### src/rtl/pipeline_ctrl_pkg.sv
// pipeline_ctrl_pkg
// Shared types and constants for the pipeline stall/flush sequencer.
//   state_t      : sequencer state (RUN, DIV, EXC)
//   *_IDX        : bit index of each pipeline register in o_we / o_flush
//   WE_* / FLUSH_*: per-request enable and clear patterns
package pipeline_ctrl_pkg;

  typedef enum logic [1:0] {
    RUN = 2'd0,
    DIV = 2'd1,
    EXC = 2'd2
  } state_t;

  localparam int NSTAGE    = 5;
  localparam int PC_IDX    = 0;
  localparam int IFID_IDX  = 1;
  localparam int IDEX_IDX  = 2;
  localparam int EXMEM_IDX = 3;
  localparam int MEMWB_IDX = 4;

  localparam logic [NSTAGE-1:0] WE_ALL    = '1;
  localparam logic [NSTAGE-1:0] FLUSH_EXC = WE_ALL & ~NSTAGE'(1 << PC_IDX);

  // A stalled stage holds, and the first stage downstream of the stall
  // is loaded with a bubble; every stage further downstream keeps moving.
  localparam logic [NSTAGE-1:0] FLUSH_BRANCH  = NSTAGE'(1 << IFID_IDX);
  localparam logic [NSTAGE-1:0] FLUSH_LOADUSE = NSTAGE'(1 << IDEX_IDX);
  localparam logic [NSTAGE-1:0] FLUSH_DIV     = NSTAGE'(1 << EXMEM_IDX);
  localparam logic [NSTAGE-1:0] FLUSH_MEMWAIT = NSTAGE'(1 << MEMWB_IDX);
  localparam logic [NSTAGE-1:0] WE_LOADUSE    = NSTAGE'(7 << IDEX_IDX);
  localparam logic [NSTAGE-1:0] WE_DIV        = NSTAGE'(3 << EXMEM_IDX);
  localparam logic [NSTAGE-1:0] WE_MEMWAIT    = FLUSH_MEMWAIT;

endpackage

### src/rtl/pipeline_ctrl_if.sv
// pipeline_ctrl_if
// Request/control bundle between the hazard sources and the sequencer.
//   i_load_use, i_div_start, i_mem_wait, i_branch_taken, i_exception : requests
//   o_we[4:0], o_flush[4:0]  : per-stage load enable / synchronous clear
//   o_pc_sel_exc             : PC loads exception vector
//   o_div_busy, o_div_done, o_div_abort : divider status
// Modports: master = request side, slave = pipeline_ctrl.
interface pipeline_ctrl_if;
  import pipeline_ctrl_pkg::*;

  logic              i_load_use;
  logic              i_div_start;
  logic              i_mem_wait;
  logic              i_branch_taken;
  logic              i_exception;
  logic [NSTAGE-1:0] o_we;
  logic [NSTAGE-1:0] o_flush;
  logic              o_pc_sel_exc;
  logic              o_div_busy;
  logic              o_div_done;
  logic              o_div_abort;

  modport master (
    output i_load_use, i_div_start, i_mem_wait, i_branch_taken, i_exception,
    input  o_we, o_flush, o_pc_sel_exc, o_div_busy, o_div_done, o_div_abort
  );

  modport slave (
    input  i_load_use, i_div_start, i_mem_wait, i_branch_taken, i_exception,
    output o_we, o_flush, o_pc_sel_exc, o_div_busy, o_div_done, o_div_abort
  );

endinterface

### src/rtl/pipeline_ctrl_cnt.sv
// pipeline_ctrl_cnt
// Loadable down-counter that stops at zero; shared by the divide and
// exception-shadow sequences.
//   clk, resetn : clock, synchronous active-low reset (clears to 0)
//   load, load_val : load has priority over dec
//   dec         : decrement, holds at 0
//   zero        : count == 0
module pipeline_ctrl_cnt #(
  parameter int WIDTH = 6
) (
  input  logic             clk,
  input  logic             resetn,
  input  logic             load,
  input  logic [WIDTH-1:0] load_val,
  input  logic             dec,
  output logic             zero
);

  logic [WIDTH-1:0] count;

  always_ff @(posedge clk) begin
    if (!resetn) begin
      count <= '0;
    end else if (load) begin
      count <= load_val;
    end else if (dec && (count != '0)) begin
      count <= count - 1'b1;
    end
  end

  assign zero = (count == '0);

endmodule

### src/rtl/pipeline_ctrl.sv
// pipeline_ctrl
// Central stall/flush sequencer for the 5-stage core. Resolves exception,
// memory-wait, divide, branch and load-use requests into one per-cycle
// write-enable / synchronous-clear pattern for PC, IF/ID, ID/EX, EX/MEM, MEM/WB.
//   DIV_CYCLES (>=2) : divider latency; EXC_CYCLES (>=1) : exception shadow
//   clk, resetn      : clock, synchronous active-low reset
//   bus (slave)      : requests in, enables/clears/status out
//   o_stall_cycles   : only when PIPE_CTRL_PERF_EN is defined; saturating
//                      count of cycles with the PC held
module pipeline_ctrl
  import pipeline_ctrl_pkg::*;
#(
  parameter int DIV_CYCLES = 32,
  parameter int EXC_CYCLES = 2
) (
  input  logic              clk,
  input  logic              resetn,
  pipeline_ctrl_if.slave    bus
`ifdef PIPE_CTRL_PERF_EN
  ,
  output logic [31:0]       o_stall_cycles
`endif
);

  localparam int MAXC  = (DIV_CYCLES > EXC_CYCLES) ? DIV_CYCLES : EXC_CYCLES;
  localparam int CNT_W = $clog2(MAXC) + 1;

  state_t            state, next_state;
  logic [NSTAGE-1:0] we, flush;
  logic              pc_sel_exc, div_busy, div_done, div_abort;
  logic              cnt_load, cnt_dec, cnt_zero;
  logic [CNT_W-1:0]  cnt_val;

  pipeline_ctrl_cnt #(.WIDTH(CNT_W)) u_cnt (
    .clk      (clk),
    .resetn   (resetn),
    .load     (cnt_load),
    .load_val (cnt_val),
    .dec      (cnt_dec),
    .zero     (cnt_zero)
  );

  always_ff @(posedge clk) begin
    if (!resetn) begin
      state <= RUN;
    end else begin
      state <= next_state;
    end
  end

  // One if/else chain encodes the request priority. The EXC shadow sits
  // first so that every request, including a nested exception, is ignored.
  always_comb begin
    we         = WE_ALL;
    flush      = '0;
    pc_sel_exc = 1'b0;
    div_busy   = 1'b0;
    div_done   = 1'b0;
    div_abort  = 1'b0;
    next_state = state;
    cnt_load   = 1'b0;
    cnt_val    = '0;
    cnt_dec    = 1'b0;
    if (!resetn) begin
      flush      = WE_ALL;
      next_state = RUN;
    end else if (state == EXC) begin
      flush = FLUSH_EXC;
      if (cnt_zero) begin
        next_state = RUN;
      end else begin
        cnt_dec = 1'b1;
      end
    end else if (bus.i_exception) begin
      flush      = FLUSH_EXC;
      pc_sel_exc = 1'b1;
      div_abort  = (state == DIV);
      div_busy   = (state == DIV);
      cnt_load   = 1'b1;
      cnt_val    = CNT_W'(EXC_CYCLES - 1);
      next_state = EXC;
    end else if (bus.i_mem_wait) begin
      // The divider keeps running while MEM waits; the counter stops at 0,
      // so a wait that overlaps the release cycle simply delays it.
      we       = WE_MEMWAIT;
      flush    = FLUSH_MEMWAIT;
      div_busy = (state == DIV);
      cnt_dec  = (state == DIV);
    end else if (state == DIV) begin
      if (!cnt_zero) begin
        we       = WE_DIV;
        flush    = FLUSH_DIV;
        div_busy = 1'b1;
        cnt_dec  = 1'b1;
      end else begin
        div_done   = 1'b1;
        next_state = RUN;
      end
    end else if (bus.i_div_start) begin
      we         = WE_DIV;
      flush      = FLUSH_DIV;
      div_busy   = 1'b1;
      cnt_load   = 1'b1;
      cnt_val    = CNT_W'(DIV_CYCLES - 1);
      next_state = DIV;
    end else if (bus.i_branch_taken) begin
      // Wins over load-use: the dependent instruction is on the wrong path.
      flush = FLUSH_BRANCH;
    end else if (bus.i_load_use) begin
      we    = WE_LOADUSE;
      flush = FLUSH_LOADUSE;
    end
  end

  assign bus.o_we         = we;
  assign bus.o_flush      = flush;
  assign bus.o_pc_sel_exc = pc_sel_exc;
  assign bus.o_div_busy   = div_busy;
  assign bus.o_div_done   = div_done;
  assign bus.o_div_abort  = div_abort;

`ifdef PIPE_CTRL_PERF_EN
  logic [31:0] stall_q;

  always_ff @(posedge clk) begin
    if (!resetn) begin
      stall_q <= '0;
    end else if (!we[PC_IDX] && (stall_q != 32'hFFFF_FFFF)) begin
      stall_q <= stall_q + 32'd1;
    end
  end

  assign o_stall_cycles = stall_q;
`endif

endmodule

### src/flat_wrapper.sv
// flat-port wrapper written by rule: the top's interface ports become plain ports
module pipeline_ctrl_flat import pipeline_ctrl_pkg::*;
#(
  parameter int DIV_CYCLES = 32,
  parameter int EXC_CYCLES = 2
)
  (clk, resetn, bus_i_load_use, bus_i_div_start, bus_i_mem_wait, bus_i_branch_taken, bus_i_exception, bus_o_we, bus_o_flush, bus_o_pc_sel_exc, bus_o_div_busy, bus_o_div_done, bus_o_div_abort);
  pipeline_ctrl_if bus_i ();
  input  logic clk;
  input  logic resetn;
  input wire logic [$bits(bus_i.i_load_use)-1:0] bus_i_load_use;
  input wire logic [$bits(bus_i.i_div_start)-1:0] bus_i_div_start;
  input wire logic [$bits(bus_i.i_mem_wait)-1:0] bus_i_mem_wait;
  input wire logic [$bits(bus_i.i_branch_taken)-1:0] bus_i_branch_taken;
  input wire logic [$bits(bus_i.i_exception)-1:0] bus_i_exception;
  output wire logic [$bits(bus_i.o_we)-1:0] bus_o_we;
  output wire logic [$bits(bus_i.o_flush)-1:0] bus_o_flush;
  output wire logic [$bits(bus_i.o_pc_sel_exc)-1:0] bus_o_pc_sel_exc;
  output wire logic [$bits(bus_i.o_div_busy)-1:0] bus_o_div_busy;
  output wire logic [$bits(bus_i.o_div_done)-1:0] bus_o_div_done;
  output wire logic [$bits(bus_i.o_div_abort)-1:0] bus_o_div_abort;
  assign bus_i.i_load_use = bus_i_load_use;
  assign bus_i.i_div_start = bus_i_div_start;
  assign bus_i.i_mem_wait = bus_i_mem_wait;
  assign bus_i.i_branch_taken = bus_i_branch_taken;
  assign bus_i.i_exception = bus_i_exception;
  assign bus_o_we = bus_i.o_we;
  assign bus_o_flush = bus_i.o_flush;
  assign bus_o_pc_sel_exc = bus_i.o_pc_sel_exc;
  assign bus_o_div_busy = bus_i.o_div_busy;
  assign bus_o_div_done = bus_i.o_div_done;
  assign bus_o_div_abort = bus_i.o_div_abort;
  pipeline_ctrl #(.DIV_CYCLES(DIV_CYCLES), .EXC_CYCLES(EXC_CYCLES)) u_core (.clk(clk), .resetn(resetn), .bus(bus_i));
endmodule
### config.mk
export PLATFORM = sky130hd
export DESIGN_NAME = pipeline_ctrl_flat
export DESIGN_NICKNAME = d
export VERILOG_FILES = /design/src/rtl/pipeline_ctrl_pkg.sv /design/src/rtl/pipeline_ctrl_if.sv /design/src/rtl/pipeline_ctrl_cnt.sv /design/src/rtl/pipeline_ctrl.sv /design/src/flat_wrapper.sv
export SDC_FILE = /design/constraint.sdc
export NUM_CORES = 1
export LEC_CHECK = 0
export CELL_PAD_IN_SITES_DETAIL_PLACEMENT = 1
export CELL_PAD_IN_SITES_GLOBAL_PLACEMENT = 1
export CORE_ASPECT_RATIO = 1.25
export CORE_MARGIN = 3
export CORE_UTILIZATION = 35
export CTS_BUF_LIST = sky130_fd_sc_hd__clkbuf_4 sky130_fd_sc_hd__clkbuf_8
export CTS_CLUSTER_DIAMETER = 30
export DETAILED_ROUTE_END_ITERATION = 10
export GPL_ROUTABILITY_DRIVEN = 1
export PLACE_DENSITY = 0.79
export SYNTH_ARGS = -nofsm -noshare
export SYNTH_HDL_FRONTEND = slang
export SYNTH_HIERARCHICAL = 1
export SYNTH_SLANG_ARGS = --single-unit
### constraint.sdc
create_clock -name clk -period 2.9 [get_ports clk]
set_input_delay 0.435 -clock clk [delete_from_list [all_inputs] [get_ports clk]]
set_output_delay 0.435 -clock clk [all_outputs]
set_load 0.01 [all_outputs]
==> reports/metrics.yaml, run 1 <==
placed_design:
  place_congestion: 0.794
  hpwl_um: 1690
  io_buffer_count: 19
layout:
  diodes: 0
  seqCellArea_um2: 160
  post-route-util: 0.497
  area_delta_synth_final_pct: 31.1
  layout.nets: 134
  drive_gt1_frac: 0.167
  fillers: 263
  multi_input_area_um2: 549
timing:
  grt_setup_unrepaired: "no"
  max_freq_mhz: 358
  hold_viol_final: 0
  tns_ns: 0
  min_period_ns: 2.79
  period_share: 0.963
  slew_violations: 0
  worst_slew_pin_slew_ns: 0.551
  finClkSkew_ns: 0.000472
  setup_violations: 0
  maxSlewHeadroom: 0.627
detailed_routing:
  vias_per_cell: 5.23
  ant_nets: 0
  wl_um: 2110
  drt_iter0_drc: 4
  vias: 785
  wl_per_cell_um: 14.0
  drc: 0
  firstDrtPassIters: 4
setup_path:
  cp_num_buf_inv: 2
  crit_family: "buffers and inverters"
  regToRegStartpoint: "u_core/u_cnt/count[0]$_SDFFE_PN0P_"
  required_ns: 2.47
  cp-start-kind: "flip-flop"
  end_kind: "output port"
  cpPeakStageDelay_ns: 0.57
  cp_slowest_cell: "clkdlybuf4s50_1"
  reg2reg_depth: 10
  r2r-end: "u_core/u_cnt/count[5]$_SDFFE_PN0P_"
  worstPathArrival_ns: 2.36
  r2r_setup_slack_ns: 0.43
  worstPathMaxFanout: 3
  path_cells: "inv_1 > ha_1 > or4b_4 > nor2_2 > a21oi_1 > o21ai_0 > clkdlybuf4s50_1"
  worstSetupPathType: "flip-flop to output port"
min_path:
  min-delay-start: "u_core/u_cnt/count[5]$_SDFFE_PN0P_"
  min_path_cells: 2
  hold_end: "u_core/u_cnt/count[5]$_SDFFE_PN0P_"
  hp-class: "flip-flop to flip-flop"
grt:
  overflow: 0
  grt_use_total: 0.173
  grt_pass1_vias: 815
  grt_max_degree: 12
  grt_pass1_wl_um: 3590
  antenna_found_initial: 0
yosys:
  synth_top_flop_cell: "dfxtp_1"
  synth.cell_area_um2: 777
  synth_cell_types: 38
  yosys_warnings: 6
  synth_edf_count: 0
  syn-num-nets: 112
  ys_ff_latch: 8
  netlist_instances: 100
  synthArstFlopShare: 0
  syn_area_per_cell_um2: 7.77
  seq_area_frac_synth: 0.206
clock_network:
  tritoncts: "yes"
  cts_buffers: 3
  cts_setup_buffers: 0
  clkLatencyLatePin_ns: 0.25
  path_clk_slew_ns: 0.05
  root_buffer: "clkbuf_4"
  cts_buffer_depth: 2
  htreeDepth: 1
  cts.sink_count: 8
die:
  initial_core_util: 0.379
  die_w_um: 48.1
  pin_count: 21
  dieHeight_um: 58.7
  die_area_mm2: 0.00282
  core_area_mm2: 0.00205
  fp-row-count: 18
power:
  power_density_mw_per_mm2: 404
  p_leak_nw: 0.390
  power_uw: 411
  ir_drop_mv: 0.163
flow_run:
  drv_cap: 0
outcome:
  status: "finished clean"
==> cells in the final DEF, fill, tap and decap left out, types with 2 or more instances in the layout <==
cell type / n
ha_1: 5
inv_1: 8
nand2b_4: 3
conb_1: 2
nor2_1: 9
xnor2_1: 2
buf_4: 4
nor2_2: 2
or4b_4: 2
dfxtp_1: 8
dlygate4sd2_1: 3
clkbuf_4: 3
nand2_1: 5
a21oi_1: 14
clkdlybuf4s50_1: 15
o21ai_0: 11
nand3b_1: 2
==> layer usage <==
| layer | share of wire | routed length (µm) | vias up | track usage |
|---|---|---|---|---|
| met4 | 0.0071 | 15 | 0 | 0.0808 |
| met3 | 0.038 | 79 | 2 | 0.0336 |
| met1 | 0.44 | 920 | 377 | 0.193 |
| met5 | 0 | 0 | - | 0 |
| li1 | - | - | 387 | - |
| met2 | 0.52 | 1090 | 19 | 0.299 |
==> through the flow <==
stage	hold WS, ns	instances	worst slack, ns	instance area, µm²
finish	0.595	150	0.108	1020
global route	0.646	150	0.000883	1020
CTS	0.611	150	0.0293	1010
detailed placement	0.609	147	0.161	990
global placement	0.571	147	0.201	990
floorplan	0.539	100	0.431	777
==> cells in the mapped netlist (all sizes together), types with 4 or more instances <==
library cell / n / share of area
dfxtp: 8 / 0.21
inv: 8 / 0.039
buf: 4 / 0.035
nand2b: 4 / 0.061
o21ai: 12 / 0.092
a21oi: 14 / 0.090
ha: 5 / 0.081
nor2: 11 / 0.056
nand2: 5 / 0.024
==> what timing repair did <==
action,4_1_cts,5_1_grt
cloned,0,0
hold buffers,0,0
setup endpoints to repair,3,3
gates resized for setup,4,2
==> worst max path at each step <==
| stage | startpoint | end | slack (ns) | depth (start not counted) |
|---|---|---|---|---|
| after floorplan | u_core/u_cnt/count[0]$_SDFFE_PN0P_ | bus_o_we[1] | 0.43 | 7 |
| after global placement | u_core/u_cnt/count[0]$_SDFFE_PN0P_ | bus_o_we[0] | 0.20 | 7 |
| after detailed placement | u_core/u_cnt/count[0]$_SDFFE_PN0P_ | bus_o_we[1] | 0.16 | 7 |
| after CTS | u_core/u_cnt/count[0]$_SDFFE_PN0P_ | bus_o_div_busy | 0.03 | 9 |
| after global routing | u_core/u_cnt/count[0]$_SDFFE_PN0P_ | bus_o_we[2] | 0.0009 | 7 |
| final | u_core/u_cnt/count[0]$_SDFFE_PN0P_ | bus_o_we[2] | 0.11 | 7 |
==> flip-flops by register name, summed over array words and instances (netlist names) <==
| register | cells |
|---|---|
| u_core/state | 2 |
| u_core/u_cnt/count | 6 |
==> cells by family (layout without fill, tap and decap cells) <==
family | Yosys count | in the layout | synth area share
adders and majority gates | 5 | 5 | 0.0805
xor gates and xnor gates | 2 | 2 | 0.0225
buffers and inverters | 14 | 34 | 0.0966
DFF | 8 | 8 | 0.206
other | 2 | 2 | 0.00967
AOI/OAI and AO/OA | 34 | 34 | 0.275
and+or+nand+nor | 33 | 33 | 0.282
muxes | 2 | 2 | 0.0274
==> tightest hold or removal path: stages (launching register included) <==
cell and delay (ns):
dfxtp_1 0.33, mux2i_1 0.13, a21oi_1 0.08
==> cell type report <==
| type | count | area share |
|---|---|---|
| Clock buffer | 3 | 0.0221 |
| Inverter | 8 | 0.0295 |
| Multi-Input combinational cell | 78 | 0.539 |
| Sequential cell | 8 | 0.157 |
| Tap cell | 30 | 0.0369 |
| Timing Repair Buffer | 23 | 0.215 |
==> power breakdown <==
part | switching (mW) | internal, mW
combinational | 0.101 | 0.0894
clock | 0.0356 | 0.0472
sequential | 0.0151 | 0.123
Power figures use the tool's default switching activity.
==> run 2, diff against run 1 <==
CORE_UTILIZATION = 46   (was 35)
DONT_BUFFER_PORTS = 1   (was not set)
==> run 2 against run 1 <==
Count of clock-buffer cells in the layout stayed put; die area is 21% lower; critical endpoint is now bus_o_we[0]; via count fell by 10%; total power fell by 8.7%; global-route usage up 2.6 points; worst setup slack better by 0.19 ns.
==> reports/metrics.yaml, run 2 (synthesis gave the netlist of run 1 again) <==
power:
  power_density_mw_per_mm2: 478
  ir_drop_mv: 0.284
  p_leak_nw: 0.285
setup_path:
  cp_slowest_cell: "or4b_4"
  path_cells: "inv_1 > ha_1 > or4b_4 > nor2_2 > a21oi_1 > o31ai_1 > buf_4"
  required_ns: 2.47
  end_kind: "output port"
  worstPathArrival_ns: 2.17
  cp-start-kind: "flip-flop"
  worstSetupPathType: "flip-flop to output port"
  crit_family: "simple AND/OR/NAND/NOR gates"
  worstPathMaxFanout: 6
  cp_num_buf_inv: 2
  cpPeakStageDelay_ns: 0.50
placed_design:
  hpwl_um: 1460
  io_buffer_count: 0
  place_congestion: 0.824
  place_ws_ns: 0.363
flow_run:
  drv_cap: 0
detailed_routing:
  drt_iter0_drc: 9
  firstDrtPassIters: 4
  ant_nets: 0
  vias_per_cell: 6.12
  wl_um: 1880
  drc: 0
  wl_per_cell_um: 16.4
  vias: 704
grt:
  grt_use_total: 0.199
  overflow: 0
  grt_pass1_vias: 717
  grt_max_degree: 12
  grt_pass1_wl_um: 3320
  antenna_found_initial: 0
timing:
  finClkSkew_ns: 0.00540
  tns_ns: 0
  worst_slew_pin_slew_ns: 0.583
  period_share: 0.898
  slew_violations: 0
  min_period_ns: 2.60
  setup_ws_ns: 0.296
  grt_setup_unrepaired: "no"
  setup_violations: 0
  maxSlewHeadroom: 0.607
  hold_viol_final: 0
  max_freq_mhz: 384
layout:
  reg.largest.list: "u_core/u_cnt/count x6, u_core/state x2"
  final_common_cell: "a21oi_1"
  multi_input_area_um2: 544
  regMostFlops: "u_core/u_cnt/count"
  drive_gt1_frac: 0.163
  layout.nets: 112
  seqCellArea_um2: 160
  fillers: 189
  diodes: 0
  largest_reg_flops: 6
  area_delta_synth_final_pct: 1.13
  mostFrequentLayoutCells: "a21oi_1 (14), o21ai_0 (11), nor2_1 (9)"
clock_network:
  root_buffer: "clkbuf_4"
  tritoncts: "yes"
  clkLatencyLatePin_ns: 0.26
  path_clk_slew_ns: 0.06
  cts_setup_buffers: 0
  cts.sink_count: 8
  htreeDepth: 1
  cts_buffers: 3
  cts_buffer_depth: 2
die:
  die_w_um: 42.8
  pin_count: 21
  fp-row-count: 15
  die_area_mm2: 0.00222
  dieHeight_um: 52.0
  initial_core_util: 0.524
  core_area_mm2: 0.00148
min_path:
  hp-class: "input port to flip-flop"
outcome:
  status: "finished clean"
-- run 2: path summary, 6_finish.rpt --
path / start / end / slack [ns] / depth (start not counted)
max reg2reg: u_core/state[0]$_SDFFE_PN0P_ / u_core/u_cnt/count[5]$_SDFFE_PN0P_ / 0.39 / 8
max: u_core/u_cnt/count[0]$_SDFFE_PN0P_ / bus_o_we[0] / 0.30 / 7
min: resetn / u_core/u_cnt/count[1]$_SDFFE_PN0P_ / 0.31 / 2
min reg2reg: u_core/u_cnt/count[5]$_SDFFE_PN0P_ / u_core/u_cnt/count[5]$_SDFFE_PN0P_ / 0.60 / 2
-- run 2: what timing repair did --
item	CTS	global route
hold buffers	0	0
endpoints found under the setup margin	0	2
resized for setup	0	1
-- run 2: cell type report --
class | count | area share
Multi-Input combinational cell | 78 | 0.693
Sequential cell | 8 | 0.204
Clock buffer | 3 | 0.0287
Inverter | 8 | 0.0382
Timing Repair Buffer | 1 | 0.00955
Tap cell | 17 | 0.0271
-- run 2: power breakdown --
part           total [mW]  switching, mW  leakage, nW  internal [mW]
Combinational       0.149         0.0879        0.206         0.0611
Sequential          0.137         0.0142       0.0660          0.123
Clock              0.0894         0.0418       0.0138         0.0476
Total               0.375          0.144        0.285          0.232
-- run 2: routing by layer --
layer | part of all wire | up-vias | global-route usage | wire length, µm
met4 | 0.014 | 0 | 0.0777 | 27
met5 | 0 | - | 0 | 0
met2 | 0.54 | 15 | 0.380 | 1010
li1 | - | 346 | - | -
met3 | 0.053 | 4 | 0.0484 | 99
met1 | 0.39 | 339 | 0.203 | 741
-- run 2: stage by stage --
| stage | instances | util | instance area (µm²) | hold slack, ns | total power, mW |
|---|---|---|---|---|---|
| finish | 115 | 0.530 | 786 | 0.310 | 0.375 |
| global route | 115 | 0.530 | 786 | 0.307 | 0.406 |
| CTS | 115 | 0.528 | 783 | 0.308 | 0.377 |
| detailed placement | 112 | 0.513 | 761 | 0.585 | 0.284 |
| global placement | 112 | 0.513 | 761 | 0.562 | 0.279 |
| floorplan | 100 | - | 777 | 0.539 | 0.264 |
